File: src/rtl/motor_pkg.sv
// Shared types and constants for the motor duty ramp and its pwm neighbour.
package motor_pkg;

    localparam int unsigned PWM_MAX = 320;
    localparam int unsigned DUTY_W  = $clog2(PWM_MAX);

    typedef enum logic [2:0] {
        IDLE      = 3'd0,
        RAMP_UP   = 3'd1,
        RAMP_DOWN = 3'd2,
        HOLD      = 3'd3,
        ESTOP     = 3'd4
    } motor_state_t;

endpackage

File: src/rtl/motor_duty_ramp_if.sv
// Command/status bundle between the control logic and the duty ramp.
interface motor_duty_ramp_if #(
    parameter int unsigned N = 9
);
    logic         ena;
    logic [N-1:0] target;
    logic         estop;
    logic [N-1:0] duty;
    logic         at_target;
    logic [2:0]   state;

    modport master (
        output ena, target, estop,
        input  duty, at_target, state
    );

    modport slave (
        input  ena, target, estop,
        output duty, at_target, state
    );
endinterface

File: src/rtl/tick_divider.sv
// Free-running prescaler: one-cycle tick on every TICKS-cycle wrap, clearable.
module tick_divider #(
    parameter int unsigned TICKS = 6000
) (
    input  logic clk,
    input  logic rst,
    input  logic clr,
    output logic tick
);
    localparam int unsigned CW = (TICKS > 1) ? $clog2(TICKS) : 1;
    localparam logic [CW-1:0] LAST = CW'(TICKS - 1);

    logic [CW-1:0] cnt_q;

    assign tick = (cnt_q == LAST);

    // Count up and wrap; clear holds the count at zero.
    always_ff @(posedge clk) begin
        if (rst || clr) begin
            cnt_q <= '0;
        end else if (tick) begin
            cnt_q <= '0;
        end else begin
            cnt_q <= cnt_q + CW'(1);
        end
    end
endmodule

File: src/rtl/motor_duty_ramp.sv
// Slew-rate-limited duty generator with emergency stop, feeding the pwm block.
// Optional kick-start on leaving IDLE is enabled by defining MOTOR_KICKSTART_EN.
module motor_duty_ramp #(
    parameter int unsigned N              = motor_pkg::DUTY_W,
    parameter int unsigned PWM_MAX        = motor_pkg::PWM_MAX,
    parameter int unsigned TICKS_PER_STEP = 6000,
    parameter int unsigned STEP_SIZE      = 4,
    parameter int unsigned KICK_DUTY      = 96
) (
    input  logic                     clk,
    input  logic                     rst,
    motor_duty_ramp_if.slave         bus
);
    import motor_pkg::*;

    localparam int unsigned   NW     = N + 1;
    localparam logic [N-1:0]  MAX_N  = N'(PWM_MAX);
    localparam logic [N-1:0]  STEP_N = N'(STEP_SIZE);
    localparam logic [N-1:0]  KICK_N = N'(KICK_DUTY);
`ifdef MOTOR_KICKSTART_EN
    localparam bit            KICK_EN = 1'b1;
`else
    localparam bit            KICK_EN = 1'b0;
`endif

    motor_state_t   state_q, state_d;
    logic [N-1:0]   duty_q, duty_d;
    logic           at_tgt_q;
    logic [N-1:0]   tgt_c, up_c, dn_c, kick_c;
    logic [NW-1:0]  sum_c;
    logic           step_tick;
    logic           div_clr;

    // Prescaler stays cleared while stopped so the first step is a full period away.
    assign div_clr = (state_q == IDLE) || (state_q == ESTOP);

    tick_divider #(.TICKS(TICKS_PER_STEP)) u_div (
        .clk  (clk),
        .rst  (rst),
        .clr  (div_clr),
        .tick (step_tick)
    );

    // Effective target plus the candidate up/down/kick duty values.
    always_comb begin
        tgt_c = '0;
        if (bus.ena) begin
            tgt_c = (bus.target > MAX_N) ? MAX_N : bus.target;
        end
        sum_c = {1'b0, duty_q} + NW'(STEP_SIZE);
        up_c  = (sum_c > {1'b0, tgt_c}) ? tgt_c : sum_c[N-1:0];
        if (up_c > MAX_N) begin
            up_c = MAX_N;
        end
        dn_c = (duty_q > STEP_N) ? (duty_q - STEP_N) : '0;
        if (dn_c < tgt_c) begin
            dn_c = tgt_c;
        end
        kick_c = (KICK_N < tgt_c) ? KICK_N : tgt_c;
    end

    // Next-state and next-duty; estop overrides everything and drops any pending step.
    always_comb begin
        state_d = state_q;
        duty_d  = duty_q;
        if (bus.estop) begin
            state_d = ESTOP;
            duty_d  = '0;
        end else begin
            case (state_q)
                IDLE: begin
                    duty_d = '0;
                    if (tgt_c != '0) begin
                        state_d = RAMP_UP;
                        if (KICK_EN) begin
                            duty_d = kick_c;
                        end
                    end
                end
                RAMP_UP: begin
                    if (duty_q == tgt_c) begin
                        state_d = (tgt_c == '0) ? IDLE : HOLD;
                    end else if (tgt_c < duty_q) begin
                        state_d = RAMP_DOWN;
                    end else if (step_tick) begin
                        duty_d = up_c;
                    end
                end
                RAMP_DOWN: begin
                    if (duty_q == tgt_c) begin
                        state_d = (tgt_c == '0) ? IDLE : HOLD;
                    end else if (tgt_c > duty_q) begin
                        state_d = RAMP_UP;
                    end else if (step_tick) begin
                        duty_d = dn_c;
                    end
                end
                HOLD: begin
                    if (tgt_c > duty_q) begin
                        state_d = RAMP_UP;
                    end else if (tgt_c < duty_q) begin
                        state_d = RAMP_DOWN;
                    end
                end
                ESTOP: begin
                    duty_d = '0;
                    if (tgt_c == '0) begin
                        state_d = IDLE;
                    end
                end
                default: begin
                    state_d = IDLE;
                    duty_d  = '0;
                end
            endcase
        end
    end

    // State, duty and at_target registers.
    always_ff @(posedge clk) begin
        if (rst) begin
            state_q  <= IDLE;
            duty_q   <= '0;
            at_tgt_q <= 1'b0;
        end else begin
            state_q  <= state_d;
            duty_q   <= duty_d;
            at_tgt_q <= (state_d != ESTOP) && (duty_q == tgt_c);
        end
    end

    assign bus.duty      = duty_q;
    assign bus.at_target = at_tgt_q;
    assign bus.state     = 3'(state_q);
endmodule

File: src/flat_wrapper.sv
// flat-port wrapper written by rule: the top's interface ports become plain ports
module motor_duty_ramp_flat import motor_pkg::*;
#(
    parameter int unsigned N              = motor_pkg::DUTY_W,
    parameter int unsigned PWM_MAX        = motor_pkg::PWM_MAX,
    parameter int unsigned TICKS_PER_STEP = 6000,
    parameter int unsigned STEP_SIZE      = 4,
    parameter int unsigned KICK_DUTY      = 96
)
  (clk, rst, bus_ena, bus_target, bus_estop, bus_duty, bus_at_target, bus_state);
  motor_duty_ramp_if #(.N(N)) bus_i ();
  input  logic clk;
  input  logic rst;
  input wire logic [$bits(bus_i.ena)-1:0] bus_ena;
  input wire logic [$bits(bus_i.target)-1:0] bus_target;
  input wire logic [$bits(bus_i.estop)-1:0] bus_estop;
  output wire logic [$bits(bus_i.duty)-1:0] bus_duty;
  output wire logic [$bits(bus_i.at_target)-1:0] bus_at_target;
  output wire logic [$bits(bus_i.state)-1:0] bus_state;
  assign bus_i.ena = bus_ena;
  assign bus_i.target = bus_target;
  assign bus_i.estop = bus_estop;
  assign bus_duty = bus_i.duty;
  assign bus_at_target = bus_i.at_target;
  assign bus_state = bus_i.state;
  motor_duty_ramp #(.N(N), .PWM_MAX(PWM_MAX), .TICKS_PER_STEP(TICKS_PER_STEP), .STEP_SIZE(STEP_SIZE), .KICK_DUTY(KICK_DUTY)) u_core (.clk(clk), .rst(rst), .bus(bus_i));
endmodule
File: config.mk
export PLATFORM = sky130hd
export DESIGN_NAME = motor_duty_ramp_flat
export DESIGN_NICKNAME = d
export VERILOG_FILES = /design/src/rtl/motor_pkg.sv /design/src/rtl/motor_duty_ramp_if.sv /design/src/rtl/tick_divider.sv /design/src/rtl/motor_duty_ramp.sv /design/src/flat_wrapper.sv
export SDC_FILE = /design/constraint.sdc
export NUM_CORES = 1
export LEC_CHECK = 0
export ABC_CLOCK_PERIOD_IN_PS = 12200
export BUFFER_PORTS_ARGS = -buffer_cell sky130_fd_sc_hd__buf_2
export CORE_MARGIN = 3
export CORE_UTILIZATION = 64
export CTS_CLUSTER_DIAMETER = 200
export DETAILED_ROUTE_END_ITERATION = 8
export GPL_ROUTABILITY_DRIVEN = 0
export PLACE_DENSITY = 0.95
export SLEW_MARGIN = 15
export SYNTH_ARGS = -nofsm -noshare
export SYNTH_HDL_FRONTEND = slang
export SYNTH_HIERARCHICAL = 1
export SYNTH_SLANG_ARGS = --single-unit
File: constraint.sdc
create_clock -name clk -period 12.2 [get_ports clk]
set_input_delay 3.05 -clock clk [delete_from_list [all_inputs] [get_ports clk]]
set_output_delay 3.05 -clock clk [all_outputs]
set_load 0.03 [all_outputs]
==> summary.md <==
| Metric | Value |
|---|---|
| Combinational power share | `0.257` |
| DP Area | `2545 sq um` |
| Ant. Diodes | `0` |
| Cell taking the most area after synthesis | `dfxtp_1` |
| All-Layer GR Usage | `0.3053` |
| Critical Path Source Type | `input pin` |
| Psw | `0.06390 mW` |
| Layout fillers | `277` |
| PD cells | `82.17 nW/um^2` |
| Worst R2R End | `u_core/bus.duty[2]` |
| DRT Wirelength | `6638 um` |
| Sequential power share | `0.406` |
| Setup TNS | `0 ns` |
| Initial antenna violation count | `0` |
| Setup CP Type | `in -> reg` |
| Layout cell share with drive strength beyond 1 | `0.1242` |
| Outcome | `complete, no violations` |
| Leakage power | `1.096 nW` |
| Max-slew headroom | `0.2883` |
| Std-Cell Rows | `21` |
| WP buf/inv | `1` |
| Max incr delay on CP | `0.92 ns` |
| Synth Warn # | `6` |
| Synth Area in Compound Gates | `0.2386` |
| Crit. End Element | `register` |
| TritonCTS clock tree | `built` |
| CTS resizes | `0` |
| Synth Area in Simple Gates | `0.2360` |
| Multi-input gate area | `1729 sq um` |
| Post-DR wirelength/cell | `18.04 um` |
| First-pass GRT wire length | `10630 um` |
| Fin. Hold Viols | `0` |
| Synth Flop Type | `dfxtp_1` |
| Vias | `2507` |
| Area contributors post-synth | `dfxtp_1 22%, ha_1 16%, inv_1 4.7%` |
| Syn Std Cell Area | `2412 sq um` |
| Skew-Pair Late Insertion Delay | `0.27 ns` |
| Distinct cells, synth | `60` |
| Area share of xor/xnor cells in the synthesized design | `0.04357` |
| Least-Margin Pin Slew | `1.065 ns` |
| Worst EP arrival | `6.54 ns` |
| Seq/Total Area, Yosys | `0.2158` |
| Total Nets Final | `367` |
| I/O pin count | `26` |
| Syn Nets | `346` |
| Largest net degree at the start of global routing | `16` |
| Min-delay worst type | `reg -> reg` |
| Util after Layout | `0.7543` |
| DRT antenna net count | `0` |
| Post-Syn Instances | `302` |
| Crit path required time | `12.38 ns` |
| Final Slew Violations | `0` |
| FF+latch count, synth | `26` |
| Main combinational cell family by area after synthesis | `compound AO/OA/AOI/OAI gates` |
| Switching share of power | `0.2972` |
| CTS hold repair buffers | `0` |
| Min Tclk post-route | `6.358 ns` |
| Chip width | `67.40 um` |
| Clock Sinks | `26` |
| DP HPWL | `5142 um` |
| Post-synth top area share | `0.2158` |
| Total power | `0.2150 mW` |
| Max-Cap Viols | `0` |
| Multiplexer share of the synthesized area | `0.03371` |
| Reg area | `520.5 sq um` |
| Crit-path slowest cell | `nor3b_1` |
| R2R depth | `11` |
| Count leader, synth | `ha_1` |
| Pint | `0.1511 mW` |
| Most used cell, CP | `a221oi_1` |
| TritonCTS buffer count | `3` |
| CTS root buffer | `clkbuf_8` |
| Final std cells w/o fill | `368` |
| Adder-cell share of the synthesized area | `0.1649` |
| Starting Density | `0.6955` |
| Post-synth EDFFs | `0` |
| Max rail drop VDD | `57.31 uV` |
| Tcrit/Tclk final | `0.5212` |
| Via/cell ratio | `6.813` |
| Setup bufs post-CTS | `0` |
| H-tree levels | `1` |
| Fin area | `2616 sq um` |
| Worst path depth | `12` |
| Crit-path cells | `buf_2 > o21ai_0 > and2_1 > nand2_1 > ha_1 > a211o_1 > o211ai_1 > o2111ai_1 > a21oi_2 > nor3b_1 > a221oi_1 > a221oi_1` |
| RSZ-0062 raised after global routing | `no` |
| Initial DRT Pass Iterations | `8` |
| R2R Path Start | `u_core/bus.duty[2]` |
| Final Skew | `0.005304 ns` |
| DRT iter0 DRCs | `159` |
| Largest delay share family, worst path | `compound AO/OA/AOI/OAI gates` |
| Pre-CTS setup slack | `5.735 ns` |
| Reg-to-reg slack, setup | `7.81 ns` |
| Max clock buf depth | `2` |
| I/O Buffers | `25` |
| Clock share of power | `0.337` |
| Number of global-route vias before repair | `2361` |
| Asr flop ratio synth | `0` |
| DP Cell Count | `364` |
| Final worst slack | `5.842 ns` |
| Layout area overhead | `8.454%` |
| CP Max Fanout | `8` |
| Crit path capture | `u_core/bus.duty[3]` |
| Avg Cell Area, Syn | `7.988 sq um` |
| Hold_ws | `0.4754 ns` |
| CTS clk-pin slew, worst paths | `0.10 ns` |
| Synth top cells by count | `31 x ha_1, 30 x inv_1, 29 x nor2_1` |
| Die area | `4542 sq um` |
| GRT overflow | `0` |
| Core ar. | `3468 sq um` |
| Die Ht | `67.40 um` |
| Number of remaining DRC errors | `0` |
| CP startpoint | `bus_target[7]` |
| Highest Clock Rate | `0.1573 GHz` |
| Final setup vio count | `0` |
## logic make-up after synthesis
family	count (synthesis)
AO/OA/AOI/OAI	77
XOR/XNOR	12
adder cells (fa/ha/maj)	32
buffers and inverters	39
flip-flops	26
multiplexers	8
AND/OR/NAND/NOR	108
## per-layer routing
metal,track usage,vias to the layer above,routed length (um)
li1,-,1170,-
met1,0.3461,1136,2427
met2,0.5411,157,3261
met3,0.05324,44,599
met4,0.1620,0,349
met5,0,-,0
## power by group through the flow
| stage | Clock [mW] | Sequential, mW | Combinational (mW) |
|---|---|---|---|
| floorplan | 0 | 0.0902 | 0.0385 |
| global placement | 0 | 0.0891 | 0.0514 |
| detailed placement | 0 | 0.0891 | 0.0531 |
| CTS | 0.0724 | 0.0872 | 0.0536 |
| global route | 0.0762 | 0.0874 | 0.0595 |
| finish | 0.0724 | 0.0872 | 0.0553 |
## sequential cells by signal, indices dropped and copies added, names as in the netlist
signal	flops
u_core/u_div/cnt_q	13
u_core/bus.at_target	1
u_core/bus.duty	9
u_core/bus.state	3
## worst reg2reg max path, cell delays in order (launching register included)
cell and delay [ns]:
dfxtp_1 0.45, or3_1 0.53, a21oi_1 0.52, nor2_1 0.15, ha_1 0.33, a211oi_1 0.31
o21bai_1 0.13, a2111o_1 0.46, a311oi_4 0.67, mux2_2 0.41, a32oi_1 0.18, o41ai_1 0.12
## cell usage in the layout (no fill, tap or decap), drive strengths merged, types with 2 or more instances in the layout
master and n:
a211oi 2, a21oi 20, a221oi 3, a22oi 3, a311oi 3, a31oi 2
and2 2, and3 2, buf 25, clkbuf 3, dfxtp 26, ha 31
inv 30, mux2i 7, nand2 16, nand3 10, nand3b 5, nand4 8
nor2 29, nor2b 2, nor3 10, nor3b 2, nor4 4, o211ai 5
o21a 2, o21ai 10, o21bai 2, o22ai 5, o31ai 6, o41ai 2
or3 8, or4 5, xnor2 10, xor2 2
## worst min path at each step
stage          slack [ns]                      to                    from  cells after the start
2_1_floorplan        0.43   u_core/u_div/cnt_q[0]   u_core/u_div/cnt_q[0]                      1
3_3_place_gp         0.45   u_core/u_div/cnt_q[0]   u_core/u_div/cnt_q[0]                      1
3_5_place_dp         0.46   u_core/u_div/cnt_q[0]   u_core/u_div/cnt_q[0]                      1
4_1_cts              0.48   u_core/u_div/cnt_q[0]   u_core/u_div/cnt_q[0]                      1
5_1_grt              0.50  u_core/u_div/cnt_q[12]  u_core/u_div/cnt_q[12]                      2
6_report             0.48   u_core/u_div/cnt_q[0]   u_core/u_div/cnt_q[0]                      1
## layout make-up
cell class	instances	share of cell area
repair buffers	25	0.04782
clock inverters	1	0.01148
multi-input cells	237	0.6609
clock buffers	3	0.01578
flip-flops and latches	26	0.1989
inverters	30	0.04304
well taps	46	0.02200
Note: power is estimated with default switching activity, not from simulation.
